==> src/rtl/cordic_req_arbiter.sv <==
// cordic_req_arbiter
//   Round-robin scheduler that shares one cordic_core sine/cosine engine
//   between NUM_REQ requesters. It latches the winner's angle, resets and
//   then starts the core, waits for the core's busy pulse, captures sin/cos
//   and returns a one-cycle ack to the winner. If busy never rises, or never
//   falls, within TIMEOUT cycles, the ack is flagged with err.
//
// Ports
//   clk, rst       system clock, asynchronous active-high reset
//   req            per-requester request, held until its ack
//   angle_in       packed 10-bit angles, requester i at [10i+9:10i]
//   ack            one-hot completion pulse to the granted requester
//   sin_out        captured sine (s0.9)
//   cos_out        captured cosine (s0.9)
//   err            qualifies ack; 1 = aborted by timeout
//   grant_id       current/last granted requester
//   ctrl_busy      controller not idle
//   core_run       core sw_rst_start (0 = hold core in reset)
//   core_angle     core angle input
//   core_sin       sine result from the core
//   core_cos       cosine result from the core
//   core_busy      busy flag from the core
module cordic_req_arbiter #(
    parameter int NUM_REQ = 2,
    parameter int TIMEOUT = 32
) (
    input  logic                    clk,
    input  logic                    rst,
    input  logic [NUM_REQ-1:0]      req,
    input  logic [NUM_REQ*10-1:0]   angle_in,
    output logic [NUM_REQ-1:0]      ack,
    output logic signed [9:0]       sin_out,
    output logic signed [9:0]       cos_out,
    output logic                    err,
    output logic [1:0]              grant_id,
    output logic                    ctrl_busy,
    output logic                    core_run,
    output logic [9:0]              core_angle,
    input  logic signed [9:0]       core_sin,
    input  logic signed [9:0]       core_cos,
    input  logic                    core_busy
);

    localparam int TW = $clog2(TIMEOUT + 1);

    typedef enum logic [2:0] {
        S_IDLE = 3'd0,
        S_ARM  = 3'd1,
        S_FIRE = 3'd2,
        S_WAIT = 3'd3,
        S_DONE = 3'd4,
        S_ERR  = 3'd5
    } state_t;

    state_t                 state_q, state_d;
    logic [1:0]             rr_last_q, rr_last_d;
    logic [1:0]             grant_q, grant_d;
    logic [9:0]             angle_q, angle_d;
    logic signed [9:0]      sin_q, sin_d;
    logic signed [9:0]      cos_q, cos_d;
    logic [TW-1:0]          tmo_q, tmo_d;

    // Requests and angles padded to the 4-requester maximum so a 2-bit
    // index is always in range regardless of NUM_REQ.
    logic [3:0]             req_pad;
    logic [39:0]            ang_pad;
    logic                   win_found;
    logic [1:0]             win_id;
    logic [3:0]             ack_full;

    assign req_pad = 4'(req);
    assign ang_pad = 40'(angle_in);

    // Round-robin search starting just after the last winner.
    always_comb begin
        win_found = 1'b0;
        win_id    = rr_last_q;
        for (int k = 1; k <= NUM_REQ; k++) begin
            logic [1:0] idx;
            idx = 2'((int'(rr_last_q) + k) % NUM_REQ);
            if (!win_found && req_pad[idx]) begin
                win_found = 1'b1;
                win_id    = idx;
            end
        end
    end

    always_comb begin
        state_d   = state_q;
        rr_last_d = rr_last_q;
        grant_d   = grant_q;
        angle_d   = angle_q;
        sin_d     = sin_q;
        cos_d     = cos_q;
        tmo_d     = tmo_q;
        case (state_q)
            S_IDLE: begin
                if (win_found) begin
                    grant_d   = win_id;
                    rr_last_d = win_id;
                    angle_d   = ang_pad[win_id*10 +: 10];
                    state_d   = S_ARM;
                end
            end
            S_ARM: begin
                tmo_d   = '0;
                state_d = S_FIRE;
            end
            S_FIRE: begin
                if (core_busy) begin
                    state_d = S_WAIT;
                end else if (tmo_q == TW'(TIMEOUT - 1)) begin
                    state_d = S_ERR;
                end
                tmo_d = tmo_q + 1'b1;
            end
            S_WAIT: begin
                // Capture while core_run is still high so the core has not
                // yet been pushed back into reset.
                if (!core_busy) begin
                    sin_d   = core_sin;
                    cos_d   = core_cos;
                    state_d = S_DONE;
                end else if (tmo_q == TW'(TIMEOUT - 1)) begin
                    state_d = S_ERR;
                end
                tmo_d = tmo_q + 1'b1;
            end
            S_DONE:  state_d = S_IDLE;
            S_ERR:   state_d = S_IDLE;
            default: state_d = S_IDLE;
        endcase
    end

    always_ff @(posedge clk or posedge rst) begin
        if (rst) begin
            state_q   <= S_IDLE;
            rr_last_q <= 2'(NUM_REQ - 1);
            grant_q   <= '0;
            angle_q   <= '0;
            sin_q     <= '0;
            cos_q     <= '0;
            tmo_q     <= '0;
        end else begin
            state_q   <= state_d;
            rr_last_q <= rr_last_d;
            grant_q   <= grant_d;
            angle_q   <= angle_d;
            sin_q     <= sin_d;
            cos_q     <= cos_d;
            tmo_q     <= tmo_d;
        end
    end

    // Outputs decode directly from the state register, so reset forces
    // core_run, ack, err and ctrl_busy low immediately.
    assign ack_full   = (state_q == S_DONE || state_q == S_ERR) ? (4'b0001 << grant_q) : 4'b0000;
    assign ack        = ack_full[NUM_REQ-1:0];
    assign err        = (state_q == S_ERR);
    assign core_run   = (state_q == S_FIRE) || (state_q == S_WAIT);
    assign ctrl_busy  = (state_q != S_IDLE);
    assign grant_id   = grant_q;
    assign core_angle = angle_q;
    assign sin_out    = sin_q;
    assign cos_out    = cos_q;

endmodule

==> config.mk <==
export PLATFORM = sky130hd
export DESIGN_NAME = cordic_req_arbiter
export DESIGN_NICKNAME = d
export VERILOG_FILES = /design/src/rtl/cordic_req_arbiter.sv
export SDC_FILE = /design/constraint.sdc
export NUM_CORES = 1
export LEC_CHECK = 0
export ABC_CLOCK_PERIOD_IN_PS = 3600
export CAP_MARGIN = 20
export CORE_UTILIZATION = 46
export CTS_CLUSTER_SIZE = 25
export DETAILED_ROUTE_END_ITERATION = 10
export GPL_TIMING_DRIVEN = 0
export PLACE_DENSITY = 0.92
export REMOVE_ABC_BUFFERS = 1
export SYNTH_ARGS = -nofsm -noshare
export SYNTH_HDL_FRONTEND = slang
export SYNTH_SLANG_ARGS = --single-unit
==> constraint.sdc <==
create_clock -name clk -period 3.6 [get_ports clk]
set_input_delay 0.72 -clock clk [delete_from_list [all_inputs] [get_ports clk]]
set_output_delay 0.72 -clock clk [all_outputs]
set_load 0.005 [all_outputs]
; Word level (Yosys, flattened, before mapping)
; Index checks and enable logic that the tools add are counted.
[totals]
wordCells = 50
ff_bits = 43
inputBits = 45
out_inout_bits = 37
[op_classes]
n_reduce_logical = 10
eq_ne = 7
n_mux = 15
order_cmp = 2
n_shift = 2
bitwise = 3
n_addsub = 3
multipliers = 1
[ops]
columns = operator, count
row1 = 40-bit by 7-bit variable part select with 10-bit output, 1
row2 = 3-bit 2-to-1 mux, 4
row3 = 3-bit case mux with 4 select lines, 1
row4 = 6-bit case mux with 2 select lines, 1
row5 = "6-bit by 1-bit adder with 6-bit output, second input constant", 1
row6 = "3-bit by 2-bit equality test with 1-bit output, second input constant", 2
row7 = "3-bit equality test, second input constant", 2
row8 = "6-bit by 5-bit equality test with 1-bit output, second input constant", 1
row9 = "2-bit by 3-bit less-than comparator with 1-bit output, second input constant", 2
row10 = 2-bit 2-to-1 mux, 3
row11 = "2-bit by 3-bit multiplier with 5-bit output, second input constant", 1
row12 = 1-bit binary-select mux with 2-bit select, 2
row13 = 1-bit 2-to-1 mux, 4
row14 = 2-bit AND reduction, 2
row15 = "3-bit by 1-bit equality test with 1-bit output, second input constant", 1
row16 = 3-bit zero test, 1
row17 = 3-bit nonzero test, 1
row18 = "1-bit adder, second input constant", 2
row19 = "1-bit bitwise AND, first input constant", 2
row20 = 1-bit logical OR, 2
row21 = "2-bit inequality test, second input constant", 1
row22 = 2-bit nonzero test, 1
row23 = 2-bit OR reduction, 1
row24 = "1-bit by 2-bit << shifter with 2-bit output, first input constant", 1
row25 = other kinds (3), 3

; Longest topological paths before layout
[logic_depth]
depth_word = 10
depth_mapped = 5

; Least setup slack after synthesis
; Ideal clock, no wire load.
[synth_path]
path_type = reg2out
start = reg state_q[2]
end = out ctrl_busy
arrival_time_ns = 0.925
setup_slack_ns = 1.955
path_buffers = 2
path_stages_with_launch = 5
t_required_ns = 2.880
cell_sequence = dfrtp_1 > buf_2 > nor3_4 > buf_4 > inv_1
[synth_between]
elab_chain_cells = 1
[synth_lines]
columns = item, line_no
row1 = start: declaration, 55  ; state_t state_q, state_d;
row2 = start signal: assignment, 145  ; state_q <= state_d;
row3 = 3-bit nonzero test, 161  ; assign ctrl_busy = (state_q != S_IDLE);
row4 = end: declaration, 36  ; output logic ctrl_busy,
; Every way passes these cells.

; Worst setup path in the final report
; Same ends and word-level chain as after synthesis.

==> flow_summary.ini <==
[run_status]
status = complete, no violations

[timing]
post-route-min-period_ps = 2564
postLayoutSetupSlackWorst_ps = 1036
hold_viol = 0
drv_slew = 0
period_share_pct = 71.22
rsz0062_at_grt = false
max_clock_freq_mhz = 390.0
finalSetupViolCount = 0
finalSetupTns_ps = 0
worst_pin_slew_ps = 847.6
max-slew-margin-rel_pct = 43.41
fin_skew_ps = 4.064

[clock_network]
h-tree-depth = 2
cts_resized = 0
tritoncts = built
clockRootBuffer = clkbuf_8
clockBufferDepth = 2
worstSkewPairLatency_ps = 290
path_clk_slew_ps = 80
cts_inserted_buffers = 5
cts_sinks = 42
hold_buffers = 0
cts_setup_buffers = 0

[synthesis]
synth_cell_types = 38
synthCells = 166
synth_edf_count = 0
synth-main-ff-cell = dfrtp_1
synthTopCellsByArea = dfrtp_1 51%, mux2_4 15%, o21ai_0 3.5%
synth_seq_area_share_pct = 52.60
post-synth-top-count-cell = dfrtp_1
synthTopCellsByCount = 41 x dfrtp_1, 20 x mux2_4, 14 x o21ai_0, 12 x nand3_1
yosys.area.top_type = dfrtp_1
synth_area_um2 = 2001
yosysTopAreaCellShare_pct = 51.28
yosysWarnings = 0
avgSynthCellArea_um2 = 12.05
synth.ff_latch_count = 42
async_reset_ff_share_pct = 100.0

[power_and_ir_drop]
p_leak_uw = 0.001214
powerDensity_nw_per_um2 = 807.9
ir_worst_vdd_mv = 0.4884
power_uw = 2348

[detailed_routing]
wl_per_cell_um = 15.52
route.detailed.drc = 0
wl_mm = 4.546
firstDrtPassIters = 4
vias = 1631
first_iter_violations = 47
antenna_left = 0
avgViaCountPerCell = 5.567

[worst_setup_path]
cp.arrival_ps = 1840
startpoint_type = flop
critPathKind = reg -> out
crit_fanout = 12
worstPathRequired_ps = 2880
endpoint_kind = output port

[place]
gp_congestion = 0.8313
io_buffers = 81
dp_hpwl_mm = 3.218
dp_slack_ps = 1096

[worst_hold_path]
min_path_type = reg -> reg

[global_route]
antenna_found_initial = 0
grt_pass1_wl_mm = 7.438
grt_pass1_vias = 1653
grt_remaining_overflow = 0
grt_util_all_layers_pct = 21.53
grt_max_degree = 43

[floorplan]
die_w_um = 67.95
core_um2 = 4086
initial_core_util_pct = 48.96
ioPinCount = 82
die_y_um = 67.95
dieArea_um2 = 4617
rows = 23

[flow_run]
max_cap_violations = 0

[cells_and_area]
drive_above_1_share_pct = 16.05
area_growth_syn_to_layout_pct = 45.28
nNetsFinal = 289
n_antenna_cell = 0
fillers = 308
[state kept, by name, indices dropped and copies added (netlist names)]
| signal | flops |
|---|---|
| grant_id | 1 |
| sin_out | 10 |
| tmo_q | 6 |
| cos_out | 10 |
| rr_last_q | 2 |
| state_q | 3 |
| core_angle | 10 |
[kinds of logic (layout without fill, tap and decap cells)]
logic type | Yosys count | after routing | synth area share [%]
compound gates | 43 | 43 | 12.57
flops | 42 | 42 | 52.60
simple gates | 40 | 40 | 11.76
mux | 25 | 25 | 17.70
buf+inv | 15 | 92 | 4.752
fa+ha+maj | 1 | 1 | 0.6253
[worst paths after layout]
kind,start,endpoint,slack (ps),depth (start not counted)
worst max-delay path,state_q[2],ctrl_busy,1040,3
worst min register to register,cos_out[6],cos_out[6],510,1
worst min-delay path,cos_out[6],cos_out[6],510,1
worst max register to register,state_q[2],sin_out[8],1670,3
min in group asynchronous,rst,cos_out[9],930,2
max in group asynchronous,rst,tmo_q[2],2140,2
[layout by cell type (no fill, tap or decap), types with 2 or more instances in the layout]
cell and n:
a21oi_1 11, a22o_1 2, a31oi_1 11, and3_1 2, clkbuf_8 6, clkdlybuf4s50_1 81, dfrtp_1 41, inv_1 2
inv_2 2, mux2_2 3, mux2_4 20, mux2i_1 2, nand2_1 6, nand2b_2 2, nand3_1 12, nor2_1 5
o21ai_0 14, o21bai_1 2
[per-layer routing]
metal	track usage [%]	vias up	wire length, µm
li1	-	758	-
met1	25.74	785	1906
met2	36.52	77	2156
met3	5.500	11	398
met4	8.854	0	85
met5	0	-	0
[through the flow]
step | hold slack (ps) | cell area, µm² | cells | utilization (%)
2_1_floorplan | 486.7 | 1921 | 155 | -
3_3_place_gp | 489.0 | 2794 | 286 | 68.37
3_5_place_dp | 495.2 | 2794 | 286 | 68.37
4_1_cts | 513.3 | 2907 | 293 | 71.13
5_1_grt | 531.9 | 2907 | 293 | 71.13
6_report | 510.8 | 2907 | 293 | 71.13
[worst max-delay path, stage by stage, from the launching register on]
cell	delay [ps]
dfrtp_1	520
nor3_4	500
inv_1	80
clkdlybuf4s50_1	460
[report_power, final]
part           internal, µW  total, µW  switching, µW
logic                   704       1090            388
clock network           222        378            156
registers               702        878            177
[layout make-up]
cell class              count  area, µm²  area share (%)
clock buffers               6      82.58           2.841
flip-flops and latches     42       1052           36.20
clock inverters             1      30.03           1.033
inverters                   4      15.01          0.5166
repair buffers             81      810.8           27.89
multi-input cells         109      853.3           29.36
well taps                  50      62.56           2.152
(Power assumes the default switching activity.)
